### config.mk
export PLATFORM = sky130hd
export DESIGN_NAME = stream_demux_1to2
export DESIGN_NICKNAME = d
export VERILOG_FILES = /design/src/rtl/stream_demux_1to2.sv
export SDC_FILE = /design/constraint.sdc
export NUM_CORES = 1
export LEC_CHECK = 0
export CAP_MARGIN = 20
export CORE_MARGIN = 8
export CORE_UTILIZATION = 53
export DETAILED_ROUTE_END_ITERATION = 10
export GPL_ROUTABILITY_DRIVEN = 0
export MAX_ROUTING_LAYER = met4
export PLACE_DENSITY = 0.88
export SLEW_MARGIN = 20
export SYNTH_ARGS = -nofsm -noshare
export SYNTH_HDL_FRONTEND = slang
export SYNTH_SLANG_ARGS = --single-unit
### constraint.sdc
create_clock -name clk_i -period 2.1 [get_ports clk_i]
set_input_delay 0.63 -clock clk_i [delete_from_list [all_inputs] [get_ports clk_i]]
set_output_delay 0.63 -clock clk_i [all_outputs]
set_load 0.005 [all_outputs]
### src/rtl/stream_demux_1to2.sv
// Registered 1-to-2 stream demultiplexer. Each beat goes to the channel named by select_i.
// Each channel has its own small in-order FIFO, so a stalled consumer only blocks its own channel.
module stream_demux_1to2 #(
  parameter int size  = 32,
  parameter int DEPTH = 2,
  parameter int CNT_W = 16
) (
  input  logic             clk_i,
  input  logic             rst_i,
  input  logic             valid_i,
  output logic             ready_o,
  input  logic [size-1:0]  data_i,
  input  logic             select_i,
  output logic             valid0_o,
  input  logic             ready0_i,
  output logic [size-1:0]  data0_o,
  output logic             valid1_o,
  input  logic             ready1_i,
  output logic [size-1:0]  data1_o,
  output logic [CNT_W-1:0] count0_o,
  output logic [CNT_W-1:0] count1_o
);

  localparam int AW = $clog2(DEPTH);
  localparam logic [AW:0] OCC_FULL = (AW+1)'(DEPTH);

  logic [1:0]                 full;
  logic [1:0]                 empty;
  logic [1:0]                 push;
  logic [1:0]                 pop;
  logic [1:0]                 cons_ready;
  logic [1:0][size-1:0]       head;
  logic [1:0][CNT_W-1:0]      cnt_all;

  assign cons_ready = {ready1_i, ready0_i};

  // ready_o must not depend on the consumer readies, only on the FIFO state.
  assign ready_o = ~full[select_i];

  for (genvar c = 0; c < 2; c++) begin : g_ch
    logic [size-1:0]  mem [DEPTH];
    logic [AW-1:0]    wr_ptr;
    logic [AW-1:0]    rd_ptr;
    logic [AW:0]      occ;
    logic [CNT_W-1:0] cnt;

    assign full[c]  = (occ == OCC_FULL);
    assign empty[c] = (occ == '0);
    assign push[c]  = valid_i & ~full[c] & (select_i == 1'(c));
    assign pop[c]   = ~empty[c] & cons_ready[c];
    assign head[c]    = mem[rd_ptr];
    assign cnt_all[c] = cnt;

    always_ff @(posedge clk_i or negedge rst_i) begin
      if (!rst_i) begin
        for (int i = 0; i < DEPTH; i++) mem[i] <= '0;
        wr_ptr <= '0;
        rd_ptr <= '0;
        occ    <= '0;
        cnt    <= '0;
      end else begin
        if (push[c]) begin
          mem[wr_ptr] <= data_i;
          wr_ptr      <= wr_ptr + 1'b1;
          cnt         <= cnt + 1'b1;
        end
        if (pop[c]) rd_ptr <= rd_ptr + 1'b1;
        case ({push[c], pop[c]})
          2'b10:   occ <= occ + 1'b1;
          2'b01:   occ <= occ - 1'b1;
          default: occ <= occ;
        endcase
      end
    end
  end

  assign valid0_o = ~empty[0];
  assign valid1_o = ~empty[1];
  assign data0_o  = head[0];
  assign data1_o  = head[1];
  assign count0_o = cnt_all[0];
  assign count1_o = cnt_all[1];

endmodule

Yosys cells after proc, flatten, opt, wreduce, memory -nomap -nowiden. Index checks and enable logic that the tools add are counted.

$add $sub $neg: 10. Mux-type cells: 16. Reductions and logical operators: 6. Bitwise logic cells: 16. Magnitude comparators: 7. Eq/ne operators: 6.

Operator list (count): 32-bit two-way mux (8); 64-bit bitwise mux (2); 32-bit demux with 1-bit select (2); 16-bit by 1-bit adder with 16-bit output (second input constant) (2); 2-bit equality test (second input constant) (4); 2-bit greater-or-equal comparator (second input constant) (4); 1-bit inverter with 2-bit output (4); 2-bit case mux with 2 select lines (2); 1-bit bitwise AND (6); 1-bit inverter (6); 1-bit adder (second input constant) (4); 2-bit by 1-bit adder with 2-bit output (second input constant) (2); 2-bit by 1-bit equality test with 1-bit output (second input constant) (2); 2-bit logical NOT (2); 2-bit by 1-bit less-than comparator with 1-bit output (second input constant) (2); 2-bit nonzero test (2); 2-bit by 1-bit subtractor with 2-bit output (second input constant) (2); 1-bit logical AND (2); 1-bit by 2-bit less-than comparator with 1-bit output (second input constant) (1); 1-bit two-way mux (2).

Logic and storage cells: 73. Output and inout port bits: 99. Bits in registers: 168. Bits of input ports: 38.

Longest topological paths before layout. Gate-level depths: netlist (run 1).

Depth after elaboration: 6. Depth in mapped cells: 7. Mapped depth without buffers: 7.

Least setup slack after synthesis (run 1). OpenSTA, ideal clock, no wires.

Path type: reg-to-output. From: reg g_ch[1].rd_ptr. To: out data1_o[22]. Buffers on the path: 2. Setup slack: 0.231 ns. Required time: 1.470 ns. Cell stages (with the launch flop): 4. Data arrival time: 1.239 ns. Cell sequence: dfrtp_1 clkbuf_1 clkbuf_1 mux2_2.

Cells in the longest elaborated chain, start to end: 4.

Ends and longest elaborated chain: start: declaration (RTL line 43) `logic [AW-1:0] rd_ptr;`; start signal: assignment (RTL line 67) `if (pop[c]) rd_ptr <= rd_ptr + 1'b1;`; 1-bit inverter with 2-bit output (implied by the code) (RTL line 51) `assign head[c] = mem[rd_ptr];`; 32-bit two-way mux (implied by the code) (3 in a row) (RTL line 51); end: declaration (RTL line 19) `output logic [size-1:0] data1_o,`.

No other way between the ends. The select of a mux whose other input is x is not followed.

Worst setup path in the final report (run 1).
From: reg g_ch[1].rd_ptr. To: out data1_o[20].

Same word-level chain as after synthesis.

==> results of run 1 <==
-- per-layer routing --
metal | wire length, um | global-route usage, %
met1 | 8010 | 25.6
met3 | 752 | 5.14
met5 | 0 | -
met4 | 281 | 6.96
met2 | 9870 | 36.6
-- state kept, by name, indices dropped and copies added (netlist names) --
register	cells
g_ch.mem	128
g_ch.wr_ptr	2
g_ch.rd_ptr	2
count1_o	16
count0_o	16
g_ch.occ	4
-- stage by stage --
step                      power [W]  hold slack, ps  utilization (%)  cell area [um^2]
after floorplan             0.00920             334                -              7690
after global placement       0.0125             461             66.7              9580
after detailed placement     0.0128             478             66.7              9580
after CTS                    0.0167             139             72.3             10400
after global routing         0.0183             152             74.0             10600
final                        0.0174             130             74.0             10600
-- cell families after synthesis --
group | after synthesis
adders and majority gates | 4
muxes | 194
buffers and inverters | 23
xor gates and xnor gates | 40
and+or+nand+nor | 62
DFF | 168
-- cell type report --
type | instances | area (um^2)
Fill cell | 846 | 3730
Timing Repair Buffer | 189 | 2090
Clock buffer | 22 | 444
Inverter | 3 | 21.3
Clock inverter | 9 | 198
Tap cell | 184 | 230
Sequential cell | 168 | 4210
Multi-Input combinational cell | 300 | 3440
-- placed cells by master (no fill, tap or decap), types with 6 or more instances in the layout --
master,count
mux2_4,101
xor2_1,13
buf_6,54
dfrtp_2,7
bufinv_16,6
xnor2_1,27
buf_12,21
mux2_1,26
clkbuf_16,17
buf_4,23
buf_2,15
nand3_1,10
mux2_2,66
clkdlybuf4s50_1,67
nand4_1,7
nand2_1,13
dfrtp_1,161
-- what timing repair did --
item / 4_1_cts / 5_1_grt
buffers inserted: 12 / 6
cloned: 5 / 0
endpoints found under the hold margin: 0 / 0
setup endpoints to repair: 67 / 68
gates resized for setup: 311 / 60
-- where the power goes --
part           internal, W  switching, W  leakage, nW
clock              0.00222       0.00121        0.308
sequential         0.00472       0.00101         2.03
combinational      0.00544       0.00279         2.54
-- worst min path at each step --
stage | from | to | slack (ps) | cells after the start
floorplan | rst_i | count0_o[0] | 330 | 0
global placement | count0_o[15] | count0_o[15] | 460 | 1
detailed placement | g_ch[0].mem[25] | g_ch[0].mem[25] | 480 | 1
CTS | rst_i | g_ch[1].mem[27] | 140 | 1
global route | rst_i | g_ch[1].mem[60] | 150 | 1
finish | rst_i | g_ch[1].mem[27] | 130 | 1
-- critical path: cells and delay by family, from the launching register on --
kind     cells  cell delay [ps]
buf+inv      4              490
mux          1              310
flops        1              420
==> impl_metrics.ini, run 1 <==
[routing]
totalWireLength_um = 18900
drc = 0
wl_per_cell_um = 21.6
antenna_left = 0
vias_per_cell = 5.37
first_pass_iters = 4
via_count = 4698
drtIter0Drc = 202

[logic_synthesis]
synthSimpleGateAreaFrac_pct = 6.18
yosys_warnings = 0
synth_top_family_by_area = multiplexers
yosys.area.top_type_share_pct = 54.7
synth_edf_count = 0
synth_async_sr_flop_share_pct = 100
avgSynthCellArea_um2 = 15.7
synthTopCellsByArea = dfrtp_1 (55%), mux2_2 (16%), mux2_4 (12%)
synthTopCellsByCount = dfrtp_1 (168), mux2_2 (107), mux2_4 (60), xnor2_1 (27), mux2_1 (26)
ys_seq_area_share_pct = 54.7
synth_xor_area_share_pct = 4.56
synth_adder_area_share_pct = 0.651
yosysMostFrequentCell = dfrtp_1
synth.distinct_cells = 30
syn-num-nets = 533
ys_ff_latch = 168
synthMuxAreaShare_pct = 31.3
synth-compound-area-share_pct = 0
synthesis.area_um2 = 7690
synth_flop_cell = dfrtp_1
syn-instance-count = 491
synth_top_cell_by_area = dfrtp_1

[sta]
fmax_mhz = 441
setup_ws_ps = -168
skew_ps = 7.20
hold_viol = 0
setup_viol = 61
period_share_pct = 108
report.final.slew_viol_count = 0
worstMarginPinSlew_ps = 468
max_slew_margin_pct = 68.8
post-route-min-period_ps = 2270
tns_ps = -6190
rsz0062_at_grt = true

[cells_and_area]
drive_gt1_share_pct = 48.8
final_nets = 721
areaGrowthSynthToFinish_pct = 38.3
antenna_cells = 0
fin_cells = 875

[placement]
place_ws_ps = -368
hpwl_um = 12100
place_inst = 826
io_buffers = 136

[pwr]
p_leak_nw = 4.88
powerDensity_nw_per_um2 = 1640
ir_drop_mv = 0.918

[floorplan]
fp.dieW_um = 136
io-pin-count = 137
initial_core_util_pct = 53.5
dieArea_um2 = 18600
core_um2 = 14400
rows = 44
die_h_um = 136

[clock_tree]
clk_path_buf_depth = 2
htreeDepth = 4
clk_pin_slew_worst_paths_ps = 60
cts_sinks = 168
cts-hold-fix-buffers = 0
cts-root-buf = clkbuf_16
cts_tree = done
cts-buffers-inserted = 17
clk_latency_ps = 430

[worst_setup_path]
crit_top_cell = buf_6
cp.arrival_ps = 1640
cp-endpoint = data1_o[20]
end_kind = output port
cp_cell_sequence = buf_6 -> buf_12 -> buf_8 -> mux2_4 -> buf_6
reg2reg_to = g_ch[1].mem[5]
max_stage_delay_ps = 420
critical_path_class = reg -> out
crit_start = g_ch[1].rd_ptr
r2r_slack_ps = 290
crit_required_ps = 1470
cp_slowest_cell = dfrtp_2
r2r_cells = 7
critPathLaunchType = register
critPathMaxFanout = 6
r2r-start = g_ch[1].occ[1]

[global_route]
grt_max_degree = 61
antenna_found_initial = 0
grt_first_pass_wirelength_um = 30200
grt_pass1_vias = 5340
grtUsageTotal_pct = 21.9
gr-total-overflow = 0

[status]
status = complete, but fails checks
violations = setup timing

[flow_run]
drv_cap = 0

[worst_hold_path]
min_path_type = in -> async
(Power assumes the default switching activity.)
==> run 2: changes to the inputs <==
--- a/config.mk
+++ b/config.mk
@@ -12,7 +12,6 @@
 export GPL_ROUTABILITY_DRIVEN = 0
 export MAX_ROUTING_LAYER = met4
 export PLACE_DENSITY = 0.88
-export SLEW_MARGIN = 20
 export SYNTH_ARGS = -nofsm -noshare
 export SYNTH_HDL_FRONTEND = slang
 export SYNTH_SLANG_ARGS = --single-unit
==> constraint.sdc (replaced) <==
create_clock -name clk_i -period 2.1 [get_ports clk_i]
set_input_delay 0.63 -clock clk_i [delete_from_list [all_inputs] [get_ports clk_i]]
set_output_delay 0.63 -clock clk_i [all_outputs]
set_load 0.05 [all_outputs]
==> run 2 against run 1 <==
Effect of this change: the flow still finishes with violations (setup timing); register-to-register slack improved by 40 ps; via count fell by 2.7%; routed wire length fell by 9.5%; die area did not move; critical path depth fell by 2; global-route usage fell by 1.9 points; count of clock-buffer cells in the layout rose by 1; fmax rose by 3.3%; design area fell by 3.1%; non-clock buffer count fell by 18.
==> impl_metrics.ini, run 2 (same netlist as run 1, synthesis figures left out) <==
[status]
status = complete, but fails checks
violations = setup timing

[global_route]
antenna_found_initial = 0
grtUsageTotal_pct = 20.0
grt_pass1_vias = 5250
grt_max_degree = 50
grt_first_pass_wirelength_um = 28100
gr-total-overflow = 0

[cells_and_area]
largest_register_ffs = 128
final_nets = 703
top_register = g_ch.mem
multiInputGateArea_um2 = 3440
mostFrequentLayoutCell = dfrtp_1
fin_cells = 853
drive_gt1_share_pct = 52.3
areaGrowthSynthToFinish_pct = 33.9
seq_area_um2 = 4210
final_cell_mix = dfrtp_1 (164), mux2_4 (97), mux2_2 (70), buf_6 (57), buf_4 (54)
fillers = 876
antenna_cells = 0

[sta]
skew_ps = 6.59
post-route-min-period_ps = 2200
max_slew_margin_pct = 67.3
hold_viol = 0
fmax_mhz = 455
setup_ws_ps = -96.2
tns_ps = -3590
setup_viol = 64
worstMarginPinSlew_ps = 490
rsz0062_at_grt = true
period_share_pct = 105
report.final.slew_viol_count = 0

[placement]
place_ws_ps = -269
hpwl_um = 11700
place_inst = 820
io_buffers = 136

[clock_tree]
cts-root-buf = clkbuf_16
htreeDepth = 4
clk_path_buf_depth = 2
clk_pin_slew_worst_paths_ps = 60
cts_sinks = 168
cts_tree = done
cts-hold-fix-buffers = 0
clk_latency_ps = 420
cts-buffers-inserted = 17

[worst_setup_path]
cp-endpoint = data1_o[31]
crit_required_ps = 1470
end_kind = output port
crit_start = g_ch[1].rd_ptr
r2r_slack_ps = 330
critPathLaunchType = register
critPathMaxFanout = 18
r2r_cells = 7
r2r-start = g_ch[1].occ[0]
reg2reg_to = g_ch[1].mem[30]
critical_path_class = reg -> out
cp.arrival_ps = 1570

[floorplan]
fp.dieW_um = 136
dieArea_um2 = 18600
initial_core_util_pct = 53.5
die_h_um = 136
io-pin-count = 137
rows = 44
core_um2 = 14400

[routing]
drtIter0Drc = 150
totalWireLength_um = 17100
vias_per_cell = 5.36
first_pass_iters = 4
via_count = 4570
antenna_left = 0
wl_per_cell_um = 20.1
drc = 0

[worst_hold_path]
min_path_type = in -> async

[flow_run]
drv_cap = 0
## run 2: per-layer routing
| metal | vias to the layer above | track usage (%) | share of wire (%) |
|---|---|---|---|
| met4 | 0 | 8.36 | 2.0 |
| met5 | - | - | 0 |
| met3 | 22 | 4.07 | 4.1 |
| li1 | 2066 | - | - |
| met1 | 2366 | 24.0 | 42 |
| met2 | 116 | 32.3 | 52 |
## run 2: final cells by class
type / count / area share (%)
Sequential cell: 168 / 40.9
Multi-Input combinational cell: 300 / 33.4
Timing Repair Buffer: 171 / 17.9
Clock buffer: 23 / 4.74
Tap cell: 184 / 2.23
Clock inverter: 4 / 0.680
Inverter: 3 / 0.206
## run 2: how the worst min path moves through the flow
stage	start	endpoint	cells past startpoint
after floorplan	rst_i	count0_o[0]	0
after global placement	count0_o[15]	count0_o[15]	1
after detailed placement	count1_o[15]	count1_o[15]	1
after CTS	rst_i	count1_o[14]	1
after global routing	rst_i	count1_o[0]	1
final	rst_i	count1_o[14]	1
## run 2: timing repair
action / 4_1_cts / 5_1_grt
setup buffers: 0 / 6
resized for setup: 89 / 27
setup endpoints to repair: 65 / 65
pin swaps: 0 / 0
## run 2: critical path, stage by stage (launching register included)
cell     delay, ps
dfrtp_2        410
buf_12         180
mux2_2         390
buf_6          160
## run 2: stage by stage
| step | instance area [um^2] | utilization, % | hold WS [ps] |
|---|---|---|---|
| after CTS | 10200 | 70.7 | 158 |
| after global placement | 9270 | 64.5 | 463 |
| after detailed placement | 9270 | 64.5 | 469 |
| after floorplan | 7690 | - | 334 |
| final | 10300 | 71.7 | 153 |
| after global routing | 10300 | 71.7 | 175 |
Power of run 2 is not shown: default switching activity piles up to over one toggle a cycle in this logic, so the estimate is an artifact.
